[src/rtl/mem_test_pkg.sv]
// Shared types, default widths and the test-pattern generator for the memory self-test master.
package mem_test_pkg;

    localparam int unsigned MEM_ADDR_W = 13;
    localparam int unsigned MEM_DATA_W = 32;

    typedef enum logic [2:0] {
        StIdle,
        StWrite,
        StRead,
        StDrain,
        StDone
    } state_e;

    // Word i of the fill pattern; arithmetic wraps at the data width.
    function automatic logic [MEM_DATA_W-1:0] pattern(input logic [MEM_DATA_W-1:0] seed,
                                                      input logic [MEM_DATA_W-1:0] idx,
                                                      input logic              invert);
        logic [MEM_DATA_W-1:0] p;
        p = seed + idx;
        return invert ? ~p : p;
    endfunction

endpackage

[src/rtl/mem_test_master_if.sv]
// Avalon-MM link between the self-test master and the single-port memory slave.
interface mem_test_master_if
    import mem_test_pkg::*;
#(
    parameter int unsigned ADDR_W = MEM_ADDR_W,
    parameter int unsigned DATA_W = MEM_DATA_W
);
    logic [ADDR_W-1:0] address;
    logic [3:0]        byteenable;
    logic              chipselect;
    logic              write;
    logic [DATA_W-1:0] writedata;
    logic              clken;
    logic [DATA_W-1:0] readdata;

    modport master (
        output address, byteenable, chipselect, write, writedata, clken,
        input  readdata
    );

    modport slave (
        input  address, byteenable, chipselect, write, writedata, clken,
        output readdata
    );
endinterface

[src/rtl/mem_test_checker.sv]
// Readback checker: one-stage expected-value pipeline matching the memory read latency,
// compare, saturating mismatch counter and first-mismatch capture.
module mem_test_checker
    import mem_test_pkg::*;
#(
    parameter int unsigned ADDR_W = MEM_ADDR_W,
    parameter int unsigned DATA_W = MEM_DATA_W,
    parameter int unsigned ERR_W  = 16
) (
    input  logic              clk,
    input  logic              reset,
    input  logic              en,
    input  logic              clear,
    input  logic              issue,
    input  logic [ADDR_W-1:0] exp_addr,
    input  logic [DATA_W-1:0] exp_data,
    input  logic [DATA_W-1:0] readdata,
    output logic [ERR_W-1:0]  error_count,
    output logic [ADDR_W-1:0] first_err_addr,
    output logic [DATA_W-1:0] first_err_data
);
    localparam logic [ERR_W-1:0] ERR_ONE = ERR_W'(1);

    logic              vld_q;
    logic [ADDR_W-1:0] addr_q;
    logic [DATA_W-1:0] data_q;
    logic [ERR_W-1:0]  err_q;
    logic [ADDR_W-1:0] fa_q;
    logic [DATA_W-1:0] fd_q;
    logic              mismatch;

    // readdata is frozen while en is low, so comparing then would double count.
    assign mismatch = en && vld_q && (readdata != data_q);

    always_ff @(posedge clk) begin
        if (reset || clear) begin
            vld_q  <= 1'b0;
            addr_q <= '0;
            data_q <= '0;
            err_q  <= '0;
            fa_q   <= '0;
            fd_q   <= '0;
        end else if (en) begin
            vld_q  <= issue;
            addr_q <= exp_addr;
            data_q <= exp_data;
            if (mismatch) begin
                if (!(&err_q)) err_q <= err_q + ERR_ONE;
                if (err_q == '0) begin
                    fa_q <= addr_q;
                    fd_q <= readdata;
                end
            end
        end
    end

    assign error_count    = err_q;
    assign first_err_addr = fa_q;
    assign first_err_data = fd_q;

endmodule

[src/rtl/mem_test_master.sv]
// Memory self-test master: fills a word range with a seeded pattern, reads it back
// through the checker and reports pass/fail with first-error details.
module mem_test_master
    import mem_test_pkg::*;
#(
    parameter int unsigned ADDR_W = MEM_ADDR_W,
    parameter int unsigned DATA_W = MEM_DATA_W,
    parameter int unsigned ERR_W  = 16
) (
    input  logic                clk,
    input  logic                reset,
    input  logic                start,
    input  logic [ADDR_W-1:0]   base_addr,
    input  logic [ADDR_W:0]     length,
    input  logic [DATA_W-1:0]   seed,
    input  logic                invert,
    input  logic                pause,
    output logic                busy,
    output logic                done,
    output logic                pass,
    output logic [ERR_W-1:0]    error_count,
    output logic [ADDR_W-1:0]   first_err_addr,
    output logic [DATA_W-1:0]   first_err_data,
    mem_test_master_if.master   avm
);
    localparam logic [ADDR_W:0] IDX_ONE = (ADDR_W + 1)'(1);

    state_e            state_q, state_d;
    logic [ADDR_W:0]   idx_q, idx_d;
    logic [ADDR_W:0]   len_q;
    logic [ADDR_W-1:0] base_q;
    logic [DATA_W-1:0] seed_q;
    logic              inv_q;
    logic              done_q;
    logic              en, accept, last, issue;
    logic [ADDR_W-1:0] cur_addr;
    logic [DATA_W-1:0] cur_data;

    assign en       = ~pause;
    assign accept   = start && (state_q == StIdle);
    assign last     = (idx_q == len_q - IDX_ONE);
    assign issue    = (state_q == StRead);
    assign cur_addr = base_q + idx_q[ADDR_W-1:0];
    assign cur_data = DATA_W'(pattern(MEM_DATA_W'(seed_q), MEM_DATA_W'(idx_q), inv_q));

    always_ff @(posedge clk) begin
        if (reset) begin
            state_q <= StIdle;
            idx_q   <= '0;
            len_q   <= '0;
            base_q  <= '0;
            seed_q  <= '0;
            inv_q   <= 1'b0;
            done_q  <= 1'b0;
        end else if (accept) begin
            // An empty range completes immediately with nothing to check.
            state_q <= (length == '0) ? StDone : StWrite;
            idx_q   <= '0;
            len_q   <= length;
            base_q  <= base_addr;
            seed_q  <= seed;
            inv_q   <= invert;
            done_q  <= (length == '0);
        end else if (en) begin
            state_q <= state_d;
            idx_q   <= idx_d;
            if (state_q == StDrain) done_q <= 1'b1;
        end
    end

    always_comb begin
        state_d = state_q;
        idx_d   = idx_q;
        unique case (state_q)
            StIdle:  state_d = StIdle;
            StWrite: begin
                idx_d = idx_q + IDX_ONE;
                if (last) begin
                    state_d = StRead;
                    idx_d   = '0;
                end
            end
            StRead: begin
                idx_d = idx_q + IDX_ONE;
                if (last) state_d = StDrain;
            end
            StDrain: state_d = StDone;
            StDone:  state_d = StIdle;
            default: state_d = StIdle;
        endcase
    end

    always_comb begin
        avm.address    = '0;
        avm.writedata  = '0;
        avm.chipselect = 1'b0;
        avm.write      = 1'b0;
        if (state_q == StWrite || state_q == StRead) begin
            avm.address    = cur_addr;
            avm.chipselect = 1'b1;
        end
        if (state_q == StWrite) begin
            avm.write     = 1'b1;
            avm.writedata = cur_data;
        end
    end

    assign avm.byteenable = 4'hF;
    assign avm.clken      = en;

    mem_test_checker #(
        .ADDR_W (ADDR_W),
        .DATA_W (DATA_W),
        .ERR_W  (ERR_W)
    ) u_checker (
        .clk            (clk),
        .reset          (reset),
        .en             (en),
        .clear          (accept),
        .issue          (issue),
        .exp_addr       (cur_addr),
        .exp_data       (cur_data),
        .readdata       (avm.readdata),
        .error_count    (error_count),
        .first_err_addr (first_err_addr),
        .first_err_data (first_err_data)
    );

    assign busy = (state_q == StWrite) || (state_q == StRead) || (state_q == StDrain);
    assign done = done_q;
    assign pass = done_q && (error_count == '0);

endmodule

[src/flat_wrapper.sv]
// flat-port wrapper written by rule: the top's interface ports become plain ports
module mem_test_master_flat import mem_test_pkg::*;
#(
    parameter int unsigned ADDR_W = MEM_ADDR_W,
    parameter int unsigned DATA_W = MEM_DATA_W,
    parameter int unsigned ERR_W  = 16
)
  (clk, reset, start, base_addr, length, seed, invert, pause, busy, done, pass, error_count, first_err_addr, first_err_data, avm_address, avm_byteenable, avm_chipselect, avm_write, avm_writedata, avm_clken, avm_readdata);
  mem_test_master_if #(.ADDR_W(ADDR_W), .DATA_W(DATA_W)) avm_i ();
  input  logic clk;
  input  logic reset;
  input  logic start;
  input  logic [ADDR_W-1:0] base_addr;
  input  logic [ADDR_W:0] length;
  input  logic [DATA_W-1:0] seed;
  input  logic invert;
  input  logic pause;
  output logic busy;
  output logic done;
  output logic pass;
  output logic [ERR_W-1:0] error_count;
  output logic [ADDR_W-1:0] first_err_addr;
  output logic [DATA_W-1:0] first_err_data;
  output wire logic [$bits(avm_i.address)-1:0] avm_address;
  output wire logic [$bits(avm_i.byteenable)-1:0] avm_byteenable;
  output wire logic [$bits(avm_i.chipselect)-1:0] avm_chipselect;
  output wire logic [$bits(avm_i.write)-1:0] avm_write;
  output wire logic [$bits(avm_i.writedata)-1:0] avm_writedata;
  output wire logic [$bits(avm_i.clken)-1:0] avm_clken;
  input wire logic [$bits(avm_i.readdata)-1:0] avm_readdata;
  assign avm_address = avm_i.address;
  assign avm_byteenable = avm_i.byteenable;
  assign avm_chipselect = avm_i.chipselect;
  assign avm_write = avm_i.write;
  assign avm_writedata = avm_i.writedata;
  assign avm_clken = avm_i.clken;
  assign avm_i.readdata = avm_readdata;
  mem_test_master #(.ADDR_W(ADDR_W), .DATA_W(DATA_W), .ERR_W(ERR_W)) u_core (.clk(clk), .reset(reset), .start(start), .base_addr(base_addr), .length(length), .seed(seed), .invert(invert), .pause(pause), .busy(busy), .done(done), .pass(pass), .error_count(error_count), .first_err_addr(first_err_addr), .first_err_data(first_err_data), .avm(avm_i));
endmodule
[config.mk]
export PLATFORM = sky130hd
export DESIGN_NAME = mem_test_master_flat
export DESIGN_NICKNAME = d
export VERILOG_FILES = /design/src/rtl/mem_test_pkg.sv /design/src/rtl/mem_test_master_if.sv /design/src/rtl/mem_test_checker.sv /design/src/rtl/mem_test_master.sv /design/src/flat_wrapper.sv
export SDC_FILE = /design/constraint.sdc
export NUM_CORES = 1
export LEC_CHECK = 0
export BUFFER_PORTS_ARGS = -buffer_cell sky130_fd_sc_hd__buf_2
export CAP_MARGIN = 10
export CORE_ASPECT_RATIO = 1.75
export CORE_MARGIN = 8
export CORE_UTILIZATION = 59
export DETAILED_ROUTE_END_ITERATION = 12
export PLACE_DENSITY_LB_ADDON = 0.12
export SLEW_MARGIN = 25
export SYNTH_ARGS = -nofsm -noshare
export SYNTH_HDL_FRONTEND = slang
export SYNTH_SLANG_ARGS = --single-unit
[constraint.sdc]
create_clock -name clk -period 4.3 [get_ports clk]
set_input_delay 0 -clock clk [delete_from_list [all_inputs] [get_ports clk]]
set_output_delay 0 -clock clk [all_outputs]
set_load 0.01 [all_outputs]
==> results.rst, run 1 <==
.. list-table::
   :header-rows: 1

   * - Metric
     - Value
   * - Die area
     - 21,120 sq um
   * - CTS tree
     - done
   * - Library cell with the largest summed area after synthesis
     - dfxtp_1
   * - Number of diodes
     - 0
   * - Worst supply voltage drop on vdd
     - 383.3 uV
   * - Period minus WS final
     - 3.331 ns
   * - CTS H-tree lvls
     - 4
   * - Final setup violating endpoints
     - 0
   * - Number of hold-repair buffers added at the cts stage
     - 102
   * - Total clock sinks
     - 185
   * - Final hold viol count
     - 0
   * - GR peak layer
     - met2
   * - Average size of a mapped cell
     - 8.031 sq um
   * - Die outline height
     - 186.3 um
   * - Critical path type
     - reg -> out
   * - Horizontal extent of the die
     - 113.3 um
   * - Seq cells post-synth
     - 185
   * - Syn. warnings
     - 0
   * - Achievable frequency
     - 300.2 MHz
   * - Net count reported at finish
     - 1,617
   * - Setup bufs post-CTS
     - 0
   * - Class of the worst hold path
     - in -> reg
   * - Vias per cell
     - 5.589
   * - Top cells by area, synth
     - dfxtp_1, xnor2_1, nor2_1
   * - Biggest fanout along the worst timing path
     - 8
   * - Vias
     - 9,463
   * - Pin count of the biggest net entering global routing
     - 86
   * - HPWL reported at the end of detailed placement
     - 21,080 um
   * - LEAKAGE
     - 5.307 nW
   * - Cell area after technology mapping
     - 9782 sq um
   * - Per-cell routed wire length
     - 17.47 um
   * - Number of gates resized after CTS
     - 0
   * - Cells after DPL
     - 1,560
   * - Required time reported for the critical path endpoint
     - 4.30 ns
   * - ANT nets after route
     - 0
   * - Met3 usage
     - 5.593%
   * - TritonCTS Buffers
     - 17
   * - Met2 layer usage reported by global route
     - 48.78%
   * - Run status
     - finished, final reports clean
   * - Global-route wire length before repair
     - 47,750 um
   * - DRC viols
     - 0
   * - EDFF count, synth
     - 0
   * - Starting Density
     - 60.05%
   * - Clock-pin transition on the worst setup and hold timing paths
     - 0.07 ns
   * - Proportion of register bits with asynchronous set or reset after synthesis
     - 0%
   * - Portion of synthesized cell area occupied by the leading cell type
     - 37.86%
   * - Final worst path period share
     - 77.47%
   * - Final Instance Count excl. Fillers
     - 1,693
   * - Final number of max-transition violations
     - 0
   * - Fraction of layout instances using a drive strength above 1
     - 18.12%
   * - Core outline area
     - 16,290 sq um
   * - Clock skew
     - 0.01151 ns
   * - Skew-Pair Late Insertion Delay
     - 0.44 ns
   * - Most frequently used flop master after synthesis
     - dfxtp_1
   * - # rows
     - 62
   * - RSZ-0062 raised after global routing
     - no
   * - First-iteration detailed-routing DRC count
     - 601
   * - Dpl cell area
     - 10,890 sq um
   * - All-layer global routing usage
     - 28.02%
   * - Slew of the pin with the lowest slew margin
     - 0.9901 ns
   * - Unique masters post-synth
     - 66
   * - Sum of internal, switching and leakage power
     - 4.077 mW
   * - Total Negative Setup Slacks
     - 0 ns
   * - Area delta synth->final
     - 27.55%
   * - Number of antenna violations at the first check in global routing
     - 0
   * - Endpoint class of the critical path
     - primary output
   * - Maximum buffer depth of the clock tree
     - 2
   * - Type of element launching the critical path
     - register
   * - Final Instance Area
     - 12,480 sq um
   * - Sum of routed wire length over all layers
     - 29,570 um
   * - Number of standard cells after synthesis
     - 1,218
   * - Worst rel slew slack
     - 33.99%
   * - Clock root buffer
     - clkbuf_16
   * - Global-route congestion overflow total
     - 0
   * - Num ports
     - 212
   * - Reported max-cap violation count
     - 0
   * - Number of detailed-route iterations in the first pass
     - 6
   * - Total power divided by cell area
     - 326.8 nW/um^2
   * - IO Port Bufs
     - 207
   * - GRT met1 Usage
     - 30.08%
   * - WP data arrival
     - 3.33 ns
   * - Routability-driven placement congestion ratio
     - 0.9106
   * - Share of synthesized area occupied by flip-flops and latches
     - 37.86%
   * - Vias in the first global route
     - 9,466
==> placed cells by master, fill, tap and decap left out, types with 14 or more instances in the layout <==
| cell type | netlist | final |
|---|---|---|
| nor4_1 | 14 | 14 |
| nor2_1 | 175 | 174 |
| o21ai_1 | 23 | 23 |
| nor3_1 | 22 | 22 |
| and2_1 | 14 | 14 |
| dfxtp_1 | 185 | 184 |
| a21oi_1 | 107 | 107 |
| nand4_1 | 14 | 14 |
| buf_2 | 5 | 207 |
| clkbuf_16 | 0 | 17 |
| ha_1 | 30 | 30 |
| xnor2_1 | 82 | 82 |
| xor2_1 | 64 | 64 |
| inv_1 | 24 | 24 |
| dlygate4sd3_1 | 0 | 102 |
| o21ai_0 | 28 | 28 |
| nand3_1 | 33 | 33 |
| mux2i_1 | 48 | 48 |
| nand2_1 | 164 | 164 |
==> critical path, cell delays in order (launching register included) <==
cell and delay, ns:
dfxtp_1 0.48, ha_1 0.22, inv_1 0.05, fa_1 0.39
nand2b_1 0.18, a21oi_1 0.20, o41ai_1 0.13, a211oi_1 0.25
buf_4 0.21, nor3_1 0.09, nand3b_1 0.22, xnor2_1 0.25
nor2_1 0.06, buf_2 0.16
==> sequential cells by signal, indices dropped and copies added, names as in the netlist, 14 cells and up <==
name	cells
u_core.idx_q	14
u_core.u_checker.error_count	16
u_core.u_checker.data_q	32
u_core.seed_q	32
u_core.u_checker.first_err_data	32
u_core.len_q	14
==> cells by family (layout without fill, tap and decap cells) <==
logic type,after synthesis,in the layout,share of synthesized area (%)
compound gates,214,214,12.75
xor+xnor,146,146,13.07
fa+ha+maj,32,32,4.247
buf+inv,96,376,3.978
flops,185,185,37.86
mux,48,48,4.912
other cells,1,4,0.03834
simple gates,496,496,23.14
==> routing by layer <==
metal  part of all wire, %  up-vias
met4                   5.4        0
met2                    50      343
met3                   5.6       91
met1                    39     4386
li1                      -     4643
met5                     0        -
==> metrics by stage <==
stage / hold slack [ns] / setup WS [ns] / util, %
floorplan: 0.1360 / 1.526 / -
detailed placement: 0.2429 / 1.216 / 66.82
finish: 0.08118 / 0.9687 / 76.59
CTS: 0.07201 / 0.9641 / 76.59
global placement: 0.2399 / 1.329 / 66.77
global route: 0.07690 / 0.7694 / 76.59
==> cell usage after synthesis (5+ instances only) <==
cell type / n
ha_1: 30
nor2b_1: 5
dfxtp_1: 185
o21ai_1: 23
nor4_1: 14
or3_1: 6
and2_1: 14
o21ai_0: 28
and3_1: 9
a21o_1: 9
nand2_1: 164
inv_1: 24
nor2_1: 175
xor2_1: 64
o311ai_1: 5
buf_2: 5
nor3_1: 22
nor2_2: 9
clkbuf_1: 57
xnor2_1: 82
nand4_1: 14
a31oi_1: 6
a21oi_1: 107
mux2i_1: 48
nand3_1: 33
nand2b_1: 5
and4_1: 5
nand3b_1: 5
==> path summary, 6_finish.rpt <==
kind | startpoint | end | slack, ns | cells after the start
max reg2reg | u_core.len_q[0] | u_core.idx_q[11] | 1.12 | 10
max | u_core.idx_q[0] | avm_writedata[16] | 0.97 | 13
min reg2reg | u_core.base_q[4] | u_core.base_q[4] | 0.46 | 2
min | start | u_core.done | 0.08 | 4
==> where the power goes <==
| group | total (mW) | internal (mW) | switching [mW] |
|---|---|---|---|
| logic | 0.670 | 0.295 | 0.374 |
| clock network | 1.55 | 0.827 | 0.725 |
| registers | 1.86 | 1.78 | 0.0789 |
| total | 4.08 | 2.90 | 1.18 |
==> layout make-up <==
cell class	instances	area, sq um
fill	1214	3814
clock inverter	13	131.4
sequential	185	3705
tap	192	240.2
multi-input combinational	940	5728
clock buffer	18	439.2
inverter	25	93.84
timing repair buffer	320	2140
No activity file was read; power rests on OpenSTA's default activity.
==> run 2: changes to the inputs <==
--- a/config.mk
+++ b/config.mk
@@ -9,7 +9,7 @@
 export CAP_MARGIN = 10
 export CORE_ASPECT_RATIO = 1.75
 export CORE_MARGIN = 8
-export CORE_UTILIZATION = 59
+export CORE_UTILIZATION = 50
 export DETAILED_ROUTE_END_ITERATION = 12
 export PLACE_DENSITY_LB_ADDON = 0.12
 export SLEW_MARGIN = 25
==> constraint.sdc (replaced) <==
create_clock -name clk -period 2.78 [get_ports clk]
set_input_delay 0 -clock clk [delete_from_list [all_inputs] [get_ports clk]]
set_output_delay 0 -clock clk [all_outputs]
set_load 0.01 [all_outputs]
==> results.rst, run 2 (synthesis gave the netlist of run 1 again) <==
.. list-table::
   :header-rows: 1

   * - Metric
     - Value
   * - Part of the total power dissipated in the clock network
     - 39.1%
   * - Critical hold path startpoint
     - pause
   * - Maximum buffer depth of the clock tree
     - 2
   * - Vias in the first global route
     - 9,167
   * - Slew of the pin with the lowest slew margin
     - 0.8239 ns
   * - Final hold viol count
     - 0
   * - Starting Density
     - 50.95%
   * - Total power divided by cell area
     - 493.6 nW/um^2
   * - Global-route congestion overflow total
     - 0
   * - Pin count of the biggest net entering global routing
     - 67
   * - Achievable frequency
     - 348.3 MHz
   * - Vias per cell
     - 5.351
   * - Crit path setup slack, layout
     - -0.09122 ns
   * - Final Instance Count excl. Fillers
     - 1,785
   * - Endpoint class of the critical path
     - primary output
   * - Area delta synth->final
     - 35.09%
   * - LEAKAGE
     - 5.605 nW
   * - Share of total power in sequential cells
     - 43.9%
   * - Clock root buffer
     - clkbuf_16
   * - HPWL reported at the end of detailed placement
     - 21,770 um
   * - Power dissipated by switching net loads
     - 1.791 mW
   * - Most frequent standard cell in the layout excluding fill and tap cells
     - buf_2
   * - Worst R2R Path Depth
     - 16
   * - Horizontal extent of the die
     - 121.7 um
   * - # rows
     - 67
   * - Start point of the critical path
     - u_core.seed_q[0]
   * - Total clock sinks
     - 185
   * - Required time reported for the critical path endpoint
     - 2.78 ns
   * - Commonest non-fill, non-tap cells in the layout
     - buf_2, dfxtp_1, nor2_1
   * - Clock skew
     - 0.007988 ns
   * - Vias
     - 9,552
   * - Register-to-register path setup slack
     - 0.09 ns
   * - All-layer global routing usage
     - 24.05%
   * - Global-route wire length before repair
     - 47,230 um
   * - Routability-driven placement congestion ratio
     - 0.8822
   * - Slowest-stage cell, CP
     - dfxtp_2
   * - Period minus WS final
     - 2.871 ns
   * - Class of the worst hold path
     - in -> reg
   * - Per-cell routed wire length
     - 16.75 um
   * - Failing checks
     - setup timing
   * - IO Port Bufs
     - 207
   * - Filler cell count in the final layout
     - 1,546
   * - Final Instance Area
     - 13,210 sq um
   * - Type of element launching the critical path
     - register
   * - Ordered list of cells on the worst path
     - ha_4 -> inv_2 -> fa_2 -> nand2b_4 -> a21oi_4 -> o41ai_4 -> a211oi_1 -> buf_4 -> buf_4 -> buf_6 -> o31ai_4 -> xnor2_2 -> nor2_1 -> buf_2
   * - Core outline area
     - 19,200 sq um
   * - Die outline height
     - 201.0 um
   * - WP data arrival
     - 2.87 ns
   * - Last element of the critical path
     - avm_writedata[22]
   * - Final setup violating endpoints
     - 10
   * - Biggest fanout along the worst timing path
     - 5
   * - Number of detailed-route iterations in the first pass
     - 5
   * - Most repeated library cell on the critical path
     - buf_4
   * - Clock-pin transition on the worst setup and hold timing paths
     - 0.07 ns
   * - DRC viols
     - 0
   * - First-iteration detailed-routing DRC count
     - 525
   * - CTS tree
     - done
   * - ANT nets after route
     - 0
   * - Final worst path period share
     - 103.3%
   * - Hold Crit Depth
     - 3
   * - Cells after DPL
     - 1,636
   * - Sum of routed wire length over all layers
     - 29,890 um
   * - Skew-Pair Late Insertion Delay
     - 0.44 ns
   * - Final number of max-transition violations
     - 0
   * - Die area
     - 24,470 sq um
   * - FF-to-FF End
     - u_core.u_checker.data_q[22]
   * - Worst rel slew slack
     - 45.07%
   * - Num ports
     - 212
   * - CTS H-tree lvls
     - 4
   * - Dpl cell area
     - 11,180 sq um
   * - Run status
     - finished with violations
   * - Number of diodes
     - 0
   * - Critical path type
     - reg -> out
   * - TritonCTS Buffers
     - 17
   * - Fraction of layout instances using a drive strength above 1
     - 24.03%
   * - Internal
     - 4.731 mW
   * - Switching power as a share of total power
     - 27.47%
   * - Reported max-cap violation count
     - 0
   * - Crit path largest cell delay
     - 0.35 ns
   * - Number of antenna violations at the first check in global routing
     - 0
   * - Worst supply voltage drop on vdd
     - 451.0 uV
   * - Combinational Power Share
     - 17.1%
   * - Net count reported at finish
     - 1,659
   * - RSZ-0062 raised after global routing
     - yes
   * - Start of the worst register-to-register path
     - u_core.seed_q[0]
==> run 2: changes by cell type in the layout (fill, tap and decap cells not counted), moves of 4 or more <==
cell	delta
a21oi_1	-8
a21oi_2	+7
dfxtp_1	-7
dlygate4sd3_1	-9
dfxtp_2	+7
buf_6	+5
ha_1	-8
buf_4	+43
o21ai_2	+4
ha_4	+5
==> run 2: worst min-delay path by stage <==
stage | slack, ns | end
detailed placement | 0.25 | u_core.base_q[1]
CTS | 0.04 | u_core.u_checker.addr_q[10]
global route | 0.1 | u_core.seed_q[1]
floorplan | 0.14 | u_core.base_q[0]
finish | 0.06 | u_core.u_checker.addr_q[10]
global placement | 0.24 | u_core.inv_q
==> run 2: per-stage QoR <==
stage,hold slack [ns],worst slack [ns],util [%],power (mW),TNS [ns]
after detailed placement,0.2456,-0.03292,58.23,3.868,-0.2766
after floorplan,0.1360,0.006036,-,3.534,0
final,0.06382,-0.09122,68.83,6.522,-0.5049
after global placement,0.2380,0.09423,58.23,3.850,0
after global routing,0.09864,-0.2158,68.83,6.791,-2.542
after CTS,0.04154,-0.1585,67.47,6.526,-0.8516
==> run 2: metal layers <==
layer,GRT usage (%),up-vias,part of all wire [%]
met5,0,-,0
met4,14.18,0,4.2
met3,4.562,71,5.8
met2,41.33,281,51
met1,26.63,4460,39
li1,-,4740,-
==> run 2: power by group through the flow <==
stage	registers, mW	logic, mW	clock network [mW]
after global placement	2.91	0.939	0
after floorplan	2.87	0.662	0
after detailed placement	2.91	0.953	0
final	2.86	1.11	2.55
after global routing	2.87	1.22	2.70
after CTS	2.86	1.07	2.60
==> run 2: layout make-up <==
type	instances	area [sq um]	area share (%)
well taps	241	301.5	2.282
clock buffers	19	452.9	3.428
inverters	25	93.84	0.7102
clock inverters	13	165.2	1.250
multi-input cells	940	5998	45.39
flip-flops and latches	185	3714	28.10
repair buffers	362	2489	18.83
==> run 2: repair_timing <==
action / CTS / global route
hold buffers: 93 / 0
hold endpoints to repair: 96 / 0
pin swaps: 22 / 26
resized for setup: 34 / 31
setup buffers: 9 / 15
endpoints found under the setup margin: 31 / 35
==> run 2: critical path: cells and delay by family, from the launching register on <==
kind / cells / cell delay (ns)
AND/OR/NAND/NOR: 2 / 0.29
XOR/XNOR: 1 / 0.17
AO/OA/AOI/OAI: 4 / 0.55
adder cells (fa/ha/maj): 2 / 0.48
flip-flops: 1 / 0.35
buffers and inverters: 5 / 0.58
